<file path="config.mk">
export PLATFORM = sky130hd
export DESIGN_NAME = decoder_3_8_rr_arbiter
export DESIGN_NICKNAME = d
export VERILOG_FILES = /design/src/rtl/decoder_3_8_rr_arbiter.sv
export SDC_FILE = /design/constraint.sdc
export NUM_CORES = 1
export LEC_CHECK = 0
export ABC_CLOCK_PERIOD_IN_PS = 2800
export BUFFER_PORTS_ARGS = -buffer_cell sky130_fd_sc_hd__buf_4
export CORE_MARGIN = 1.5
export CORE_UTILIZATION = 53
export DETAILED_ROUTE_END_ITERATION = 8
export PLACE_DENSITY = 0.75
export SLEW_MARGIN = 10
export SYNTH_ARGS = -nofsm -noshare
export SYNTH_HDL_FRONTEND = slang
export SYNTH_SLANG_ARGS = --single-unit
</file>
<file path="constraint.sdc">
create_clock -name clk -period 2.8 [get_ports clk]
set_input_delay 0.42 -clock clk [delete_from_list [all_inputs] [get_ports clk]]
set_output_delay 0.42 -clock clk [all_outputs]
set_load 0.005 [all_outputs]
</file>
<file path="src/rtl/decoder_3_8_rr_arbiter.sv">
// Round-robin arbiter for 8 requesters sharing one 3-to-8 decoder.
// It drives the decoder en/i inputs and holds a grant until the grantee
// releases it or the grant reaches MAX_HOLD cycles. Between grants it holds
// dec_en low for GAP_CYCLES cycles, so the chip-selects break before make.
module decoder_3_8_rr_arbiter #(
  parameter int unsigned MAX_HOLD   = 16,
  parameter int unsigned GAP_CYCLES = 1,
  parameter int unsigned CNT_W      = 5
) (
  input  logic       clk,
  input  logic       rst,
  input  logic [7:0] req,
  output logic       dec_en,
  output logic [2:0] dec_sel,
  output logic [7:0] gnt,
  output logic       busy,
  output logic       timeout
);

  typedef enum logic [1:0] {IDLE, GRANT, GAP} state_t;

  state_t           state, state_n;
  logic [2:0]       last, last_n, winner;
  logic [CNT_W-1:0] hold_cnt, hold_n, gap_cnt, gap_n;
  logic             en_n, busy_n, to_n;
  logic [2:0]       sel_n;
  logic [7:0]       gnt_n;
  logic             any_req, hold_max, gap_last, rel;

  assign any_req  = |req;
  assign hold_max = (hold_cnt == CNT_W'(MAX_HOLD - 1));
  assign gap_last = (gap_cnt == CNT_W'(GAP_CYCLES - 1));
  assign rel      = !req[dec_sel] || hold_max;

  // Winner search: the first request found scanning last+1 .. last+8 (mod 8).
  always_comb begin
    logic [2:0] idx;
    logic       found;
    winner = last;
    found  = 1'b0;
    idx    = '0;
    for (int unsigned k = 1; k <= 8; k++) begin
      idx = last + 3'(k);
      if (!found && req[idx]) begin
        winner = idx;
        found  = 1'b1;
      end
    end
  end

  // State register and registered outputs; synchronous reset.
  always_ff @(posedge clk) begin
    if (rst) begin
      state    <= IDLE;
      dec_en   <= 1'b0;
      dec_sel  <= '0;
      gnt      <= '0;
      busy     <= 1'b0;
      timeout  <= 1'b0;
      last     <= 3'd7;
      hold_cnt <= '0;
      gap_cnt  <= '0;
    end else begin
      state    <= state_n;
      dec_en   <= en_n;
      dec_sel  <= sel_n;
      gnt      <= gnt_n;
      busy     <= busy_n;
      timeout  <= to_n;
      last     <= last_n;
      hold_cnt <= hold_n;
      gap_cnt  <= gap_n;
    end
  end

  // Next-state selection.
  always_comb begin
    state_n = state;
    unique case (state)
      IDLE:  if (any_req) state_n = GRANT;
      GRANT: if (rel) state_n = GAP;
      GAP:   if (gap_last) state_n = any_req ? GRANT : IDLE;
      default: state_n = IDLE;
    endcase
  end

  // Next values of the registered outputs, counters and priority pointer.
  always_comb begin
    en_n   = dec_en;
    sel_n  = dec_sel;
    gnt_n  = gnt;
    to_n   = 1'b0;
    last_n = last;
    hold_n = hold_cnt;
    gap_n  = gap_cnt;
    unique case (state)
      IDLE, GAP: begin
        if (state == GAP && !gap_last) begin
          gap_n = gap_cnt + CNT_W'(1);
        end else if (any_req) begin
          en_n   = 1'b1;
          sel_n  = winner;
          gnt_n  = 8'b0000_0001 << winner;
          last_n = winner;
          hold_n = '0;
        end
      end
      GRANT: begin
        if (rel) begin
          en_n  = 1'b0;
          gnt_n = '0;
          gap_n = '0;
          // A grantee that drops req on the final cycle is a normal release.
          to_n  = req[dec_sel];
        end else begin
          hold_n = hold_cnt + CNT_W'(1);
        end
      end
      default: begin
        en_n  = 1'b0;
        gnt_n = '0;
      end
    endcase
    busy_n = (state_n != IDLE);
  end

endmodule

</file>
# --- After elaboration in Yosys (flattened, before gate mapping) ---
# Index checks and enable logic that the tools add are counted.
word_totals:
  output_inout_bits: 14
  ff_bits: 29
  input_bits: 10
  elab_cells: 121
classes:
  n_eq_ne: 8
  bitwise: 3
  shifts: 1
  n_reduce_logical: 29
  addsub: 9
  magnitude_cmp: 9
  n_mux: 53
op_table:
  columns: ["operator", "count"]
  rows:
  - ["$lt A3 B4 Y1 const B", 9]
  - ["$bmux W1 S3", 9]
  - ["$mux W5", 5]
  - ["$mux W3", 8]
  - ["$mux W8", 3]
  - ["$mux W1", 20]
  - ["$pmux W5 S2", 2]
  - ["$pmux W8 S2", 1]
  - ["$add A3 B3 Y3 const B", 4]
  - ["$add A5 B1 Y5 const B", 2]
  - ["$ne A2 B2 Y1 const B", 5]
  - ["$logic_not A1 Y1", 9]
  - ["$reduce_and A3 Y1", 3]
  - ["$logic_and A1 B1 Y1", 8]
  - ["$reduce_or A8 Y1", 1]
  - ["$shl A1 B3 Y8 const A", 1]
  - ["$add A3 B2 Y3 const B", 2]
  - ["$mux W2", 3]
  - ["$pmux W2 S3", 1]
  - ["$eq A5 B4 Y1 const B", 1]
  - ["$logic_not A5 Y1", 1]
  - ["$reduce_and A4 Y1", 1]
  - ["$reduce_bool A2 Y1", 2]
  - ["$add A3 B1 Y3 const B", 1]
  - ["8 further kinds", 10]

# --- Logic depth before layout (Yosys ltp) ---
depth:
  depth_word: 29
  depth_mapped: 12
  depth_no_buf: 10

# --- Worst setup path after synthesis ---
# No wires, ideal clock.
synth_timing:
  kind: "reg2reg"
  from: "register last[1]"
  to: "register gnt[1]"
  period_less_slack_ps: 3033
  t_arrival_ps: 2916
  path_buffers: 1
  slack_ps: -233
  setup_ps: 117
  path_stages_with_launch: 12
  required_ps: 2683
  cell_sequence: "dfxtp_1 > buf_2 > inv_1 > ha_1 > mux4_2 > mux2_4 > and4bb_4 > nand3_4 > o211a_4 > xnor2_4 > and2_1 > a32o_1"
synth_between:
  elab_chain_len: 29
  word_cells_on_any_way: 56
  classes_between: "7 x add/sub; 1 x shift; 34 x mux; 14 x reduce/logical"
synth_rtl:
  columns: ["element", "line", "source"]
  rows:
  - ["start, declared", "23", "logic [2:0] last, last_n, winner;"]
  - ["start signal, assigned", "70", "last <= last_n;"]
  - ["$add A3 B1 Y3", "43", "idx = last + 3'(k);"]
  - ["$bmux W1 S3", "44", "if (!found && req[idx]) begin"]
  - ["$mux W1 (not written as such)", "44", null]
  - ["$mux W1", "44", null]
  - ["$logic_not A1 Y1", "44", null]
  - ["$logic_and A1 B1 Y1", "44", null]
  - ["$mux W1", "44", null]
  - ["$logic_not A1 Y1", "44", null]
  - ["[13 not listed]", null, null]
  - ["$mux W1", "44", null]
  - ["$logic_not A1 Y1", "44", null]
  - ["$logic_and A1 B1 Y1", "44", null]
  - ["$mux W3 *", "44", null]
  - ["$shl A1 B3 Y8 *", "103", "gnt_n = 8'b0000_0001 << winner;"]
  - ["$mux W8 *", "100", "end else if (any_req) begin"]
  - ["$mux W8 *", "98", "if (state == GAP && !gap_last) begin"]
  - ["$pmux W8 S2 *", "96", "unique case (state)"]
  - ["end signal, assigned", "67", "gnt <= gnt_n;"]
  - ["end, declared", "15", "output logic [7:0] gnt,"]
# Every way passes the cells marked *; elsewhere a longest branch is shown, timed or not. The select of a mux whose other input is x is not followed.
# A chain may end at the register's enable or synchronous reset.

# --- Worst setup path in the final report ---
layout_timing:
  from: "register last[0]"
  to: "register gnt[0]"
# Same word-level chain as after synthesis.

==> results.sh <==
export IMPL_final_cell_mix="buf_4, nor2_1, dfxtp_1"
export IMPL_drive_gt1_frac=0.341
export IMPL_netlist_area_um2=2090
export IMPL_yosysUniqueCellTypes=52
export IMPL_cts_sinks=29
export IMPL_grt_start_max_net_pins=22
export IMPL_cts_tree="done"
export IMPL_rows=22
export IMPL_async_flop_share=0
export IMPL_syn_avg_cell_area_um2=9.59
export IMPL_num_vias=1897
export IMPL_dr_pass1_iters=4
export IMPL_via_per_inst=6.08
export IMPL_cts_buffer_depth=2
export IMPL_antenna_found_initial=0
export IMPL_status="completed"
export IMPL_clk_latency_ns=0.28
export IMPL_relSlewSlack=0.633
export IMPL_setup_viol=0
export IMPL_fin_nets=280
export IMPL_hpwl_um=3610
export IMPL_synth_edf_count=0
export IMPL_areaGrowthSynthToFinish_pct=25.4
export IMPL_syn_num_nets=234
export IMPL_yosys_area_top_type="dfxtp_1"
export IMPL_start_util=0.563
export IMPL_grt_pass1_wl_um=8170
export IMPL_tightest_slew_ns=0.548
export IMPL_num_io_pins=24
export IMPL_fp_coreArea_um2=3720
export IMPL_yosys_top_cells_area="dfxtp_1, mux4_2, nor2_1, mux2i_1, nand2_1"
export IMPL_die_h_um=65.8
export IMPL_ys_seq_elements=29
export IMPL_place_congestion=0.903
export IMPL_power_density_nw_per_um2=1310
export IMPL_min_period_ns=2.79
export IMPL_setup_tns_ns=0
export IMPL_max_vdd_ir_drop_v=0.000668
export IMPL_die_w_um=65.8
export IMPL_cap_violations=0
export IMPL_routed_wl_um=4990
export IMPL_htreeDepth=2
export IMPL_arrival_ns=2.96
export IMPL_finalHoldViolations=0
export IMPL_min_path_cells=2
export IMPL_drc=0
export IMPL_critPathKind="register to register"
export IMPL_cts_buffers=5
export IMPL_fmax_mhz=359
export IMPL_ys_warn_count=0
export IMPL_drt_iter0_drc=104
export IMPL_ff2ff_path_depth=10
export IMPL_finalClockSkew_ns=0.00625
export IMPL_clk_pin_slew_worst_paths_ns=0.06
export IMPL_antenna_cells=0
export IMPL_postRouteAntennaNets=0
export IMPL_rsz0062_at_grt="true"
export IMPL_grt_overflow=0
export IMPL_power_leakage_nw=1.09
export IMPL_synth_ff_type="dfxtp_1"
export IMPL_dieArea_um2=4330
export IMPL_period_share=0.996
export IMPL_cts_root_buf="clkbuf_8"
export IMPL_grt_pass1_vias=1830
export IMPL_hold_ws_ns=0.453
export IMPL_worst_ep_required_time_ns=2.98
export IMPL_critPathLaunchType="register"
export IMPL_finalMaxSlewViolations=0
export IMPL_cp_max_fo=7
export IMPL_track_usage=0.249
export IMPL_hp_class="register to register"
export IMPL_place_port_buffers=23
export IMPL_ys_seq_area_frac=0.278
export IMPL_syn_inst=218
export IMPL_final_common_cell="buf_4"
export IMPL_synth_top_area_share=0.278
export IMPL_wire_per_inst_um=16.0
export IMPL_end_kind="register"
==> cells in the mapped netlist, types with 2 or more instances <==
cell type	instances
xor2_1	7
o31ai_1	2
mux2i_1	9
clkbuf_1	3
a31oi_1	3
buf_2	3
mux4_2	13
nor3_1	9
dfxtp_1	29
mux2_2	2
mux4_1	2
nand3_1	2
inv_1	11
and2_1	2
nand4_1	3
xnor2_1	2
nor4_1	2
a21oi_1	12
nand2_1	22
nand2b_1	6
o41ai_1	2
nor2b_1	3
o21ai_0	3
a32o_1	6
nor2_1	28
ha_1	6
==> critical path, cell delays in order, from the launching register on <==
cell,delay (ns)
dfxtp_4,0.39
clkinvlp_4,0.12
ha_4,0.30
mux4_2,0.35
mux2_4,0.33
and4bb_4,0.37
nand2b_1,0.06
a32o_2,0.28
o21ai_4,0.10
inv_2,0.11
a32o_1,0.26
==> flip-flops by register name (all words and copies together), names as in the netlist <==
signal / cells
gnt: 8
busy: 1
gap_cnt: 5
hold_cnt: 5
state: 2
dec_sel: 3
dec_en: 1
last: 3
timeout: 1
==> where the power goes <==
group / switching [mW] / internal (mW) / leakage [nW]
logic: 1.22 / 1.28 / 0.812
clock network: 0.154 / 0.194 / 0.0443
registers: 0.0779 / 0.515 / 0.237
total: 1.45 / 1.98 / 1.09
==> through the flow <==
step / util / cells / instance area (µm²) / worst slack [ns] / power, mW
final: 0.706 / 312 / 2620 / 0.0119 / 3.43
after global routing: 0.706 / 312 / 2620 / -0.0936 / 3.63
after CTS: 0.679 / 305 / 2520 / 0.0163 / 3.06
after detailed placement: 0.657 / 298 / 2440 / 0.0276 / 2.70
after global placement: 0.657 / 298 / 2440 / 0.0354 / 2.68
after floorplan: - / 218 / 2130 / -0.0376 / 2.14
==> repair_timing <==
item / in CTS / in global routing
gates resized for setup: 1 / 8
hold buffers: 0 / 0
setup buffers: 0 / 7
pin swaps: 0 / 5
endpoints found under the setup margin: 1 / 11
==> layer usage <==
layer  up-vias  track usage  wire length, µm
li1        904            -                -
met1       940        0.285             2080
met2        41        0.455             2630
met3        12       0.0528              184
met4         0       0.0885               86
met5         -            0                0
==> area by class of cell <==
class                      count  area (µm²)
tap                           48        60.1
fill                         290        1090
clock buffer                   7        86.3
timing repair buffer          46         374
multi-input combinational    170        1470
sequential                    29         586
inverter                      12        48.8
==> kinds of logic (layout without fill, tap and decap cells) <==
kind of cell / Yosys count / count (layout) / synth area share
compound gates: 43 / 43 / 0.165
xor+xnor: 10 / 10 / 0.0509
fa+ha+maj: 6 / 6 / 0.0359
buf+inv: 19 / 65 / 0.0395
flops: 29 / 29 / 0.278
mux: 28 / 28 / 0.237
simple gates: 83 / 83 / 0.194
==> path summary, 6_finish.rpt <==
| kind | start | end | slack [ns] |
|---|---|---|---|
| min reg2reg | gnt[5]$_SDFFE_PP0P_ | gnt[5]$_SDFFE_PP0P_ | 0.45 |
| max reg2reg | last[0]$_SDFFE_PP1P_ | gnt[0]$_SDFFE_PP0P_ | 0.01 |
| min | gnt[5]$_SDFFE_PP0P_ | gnt[5]$_SDFFE_PP0P_ | 0.45 |
| max | last[0]$_SDFFE_PP1P_ | gnt[0]$_SDFFE_PP0P_ | 0.01 |
Note: power is estimated with default switching activity, not from simulation.
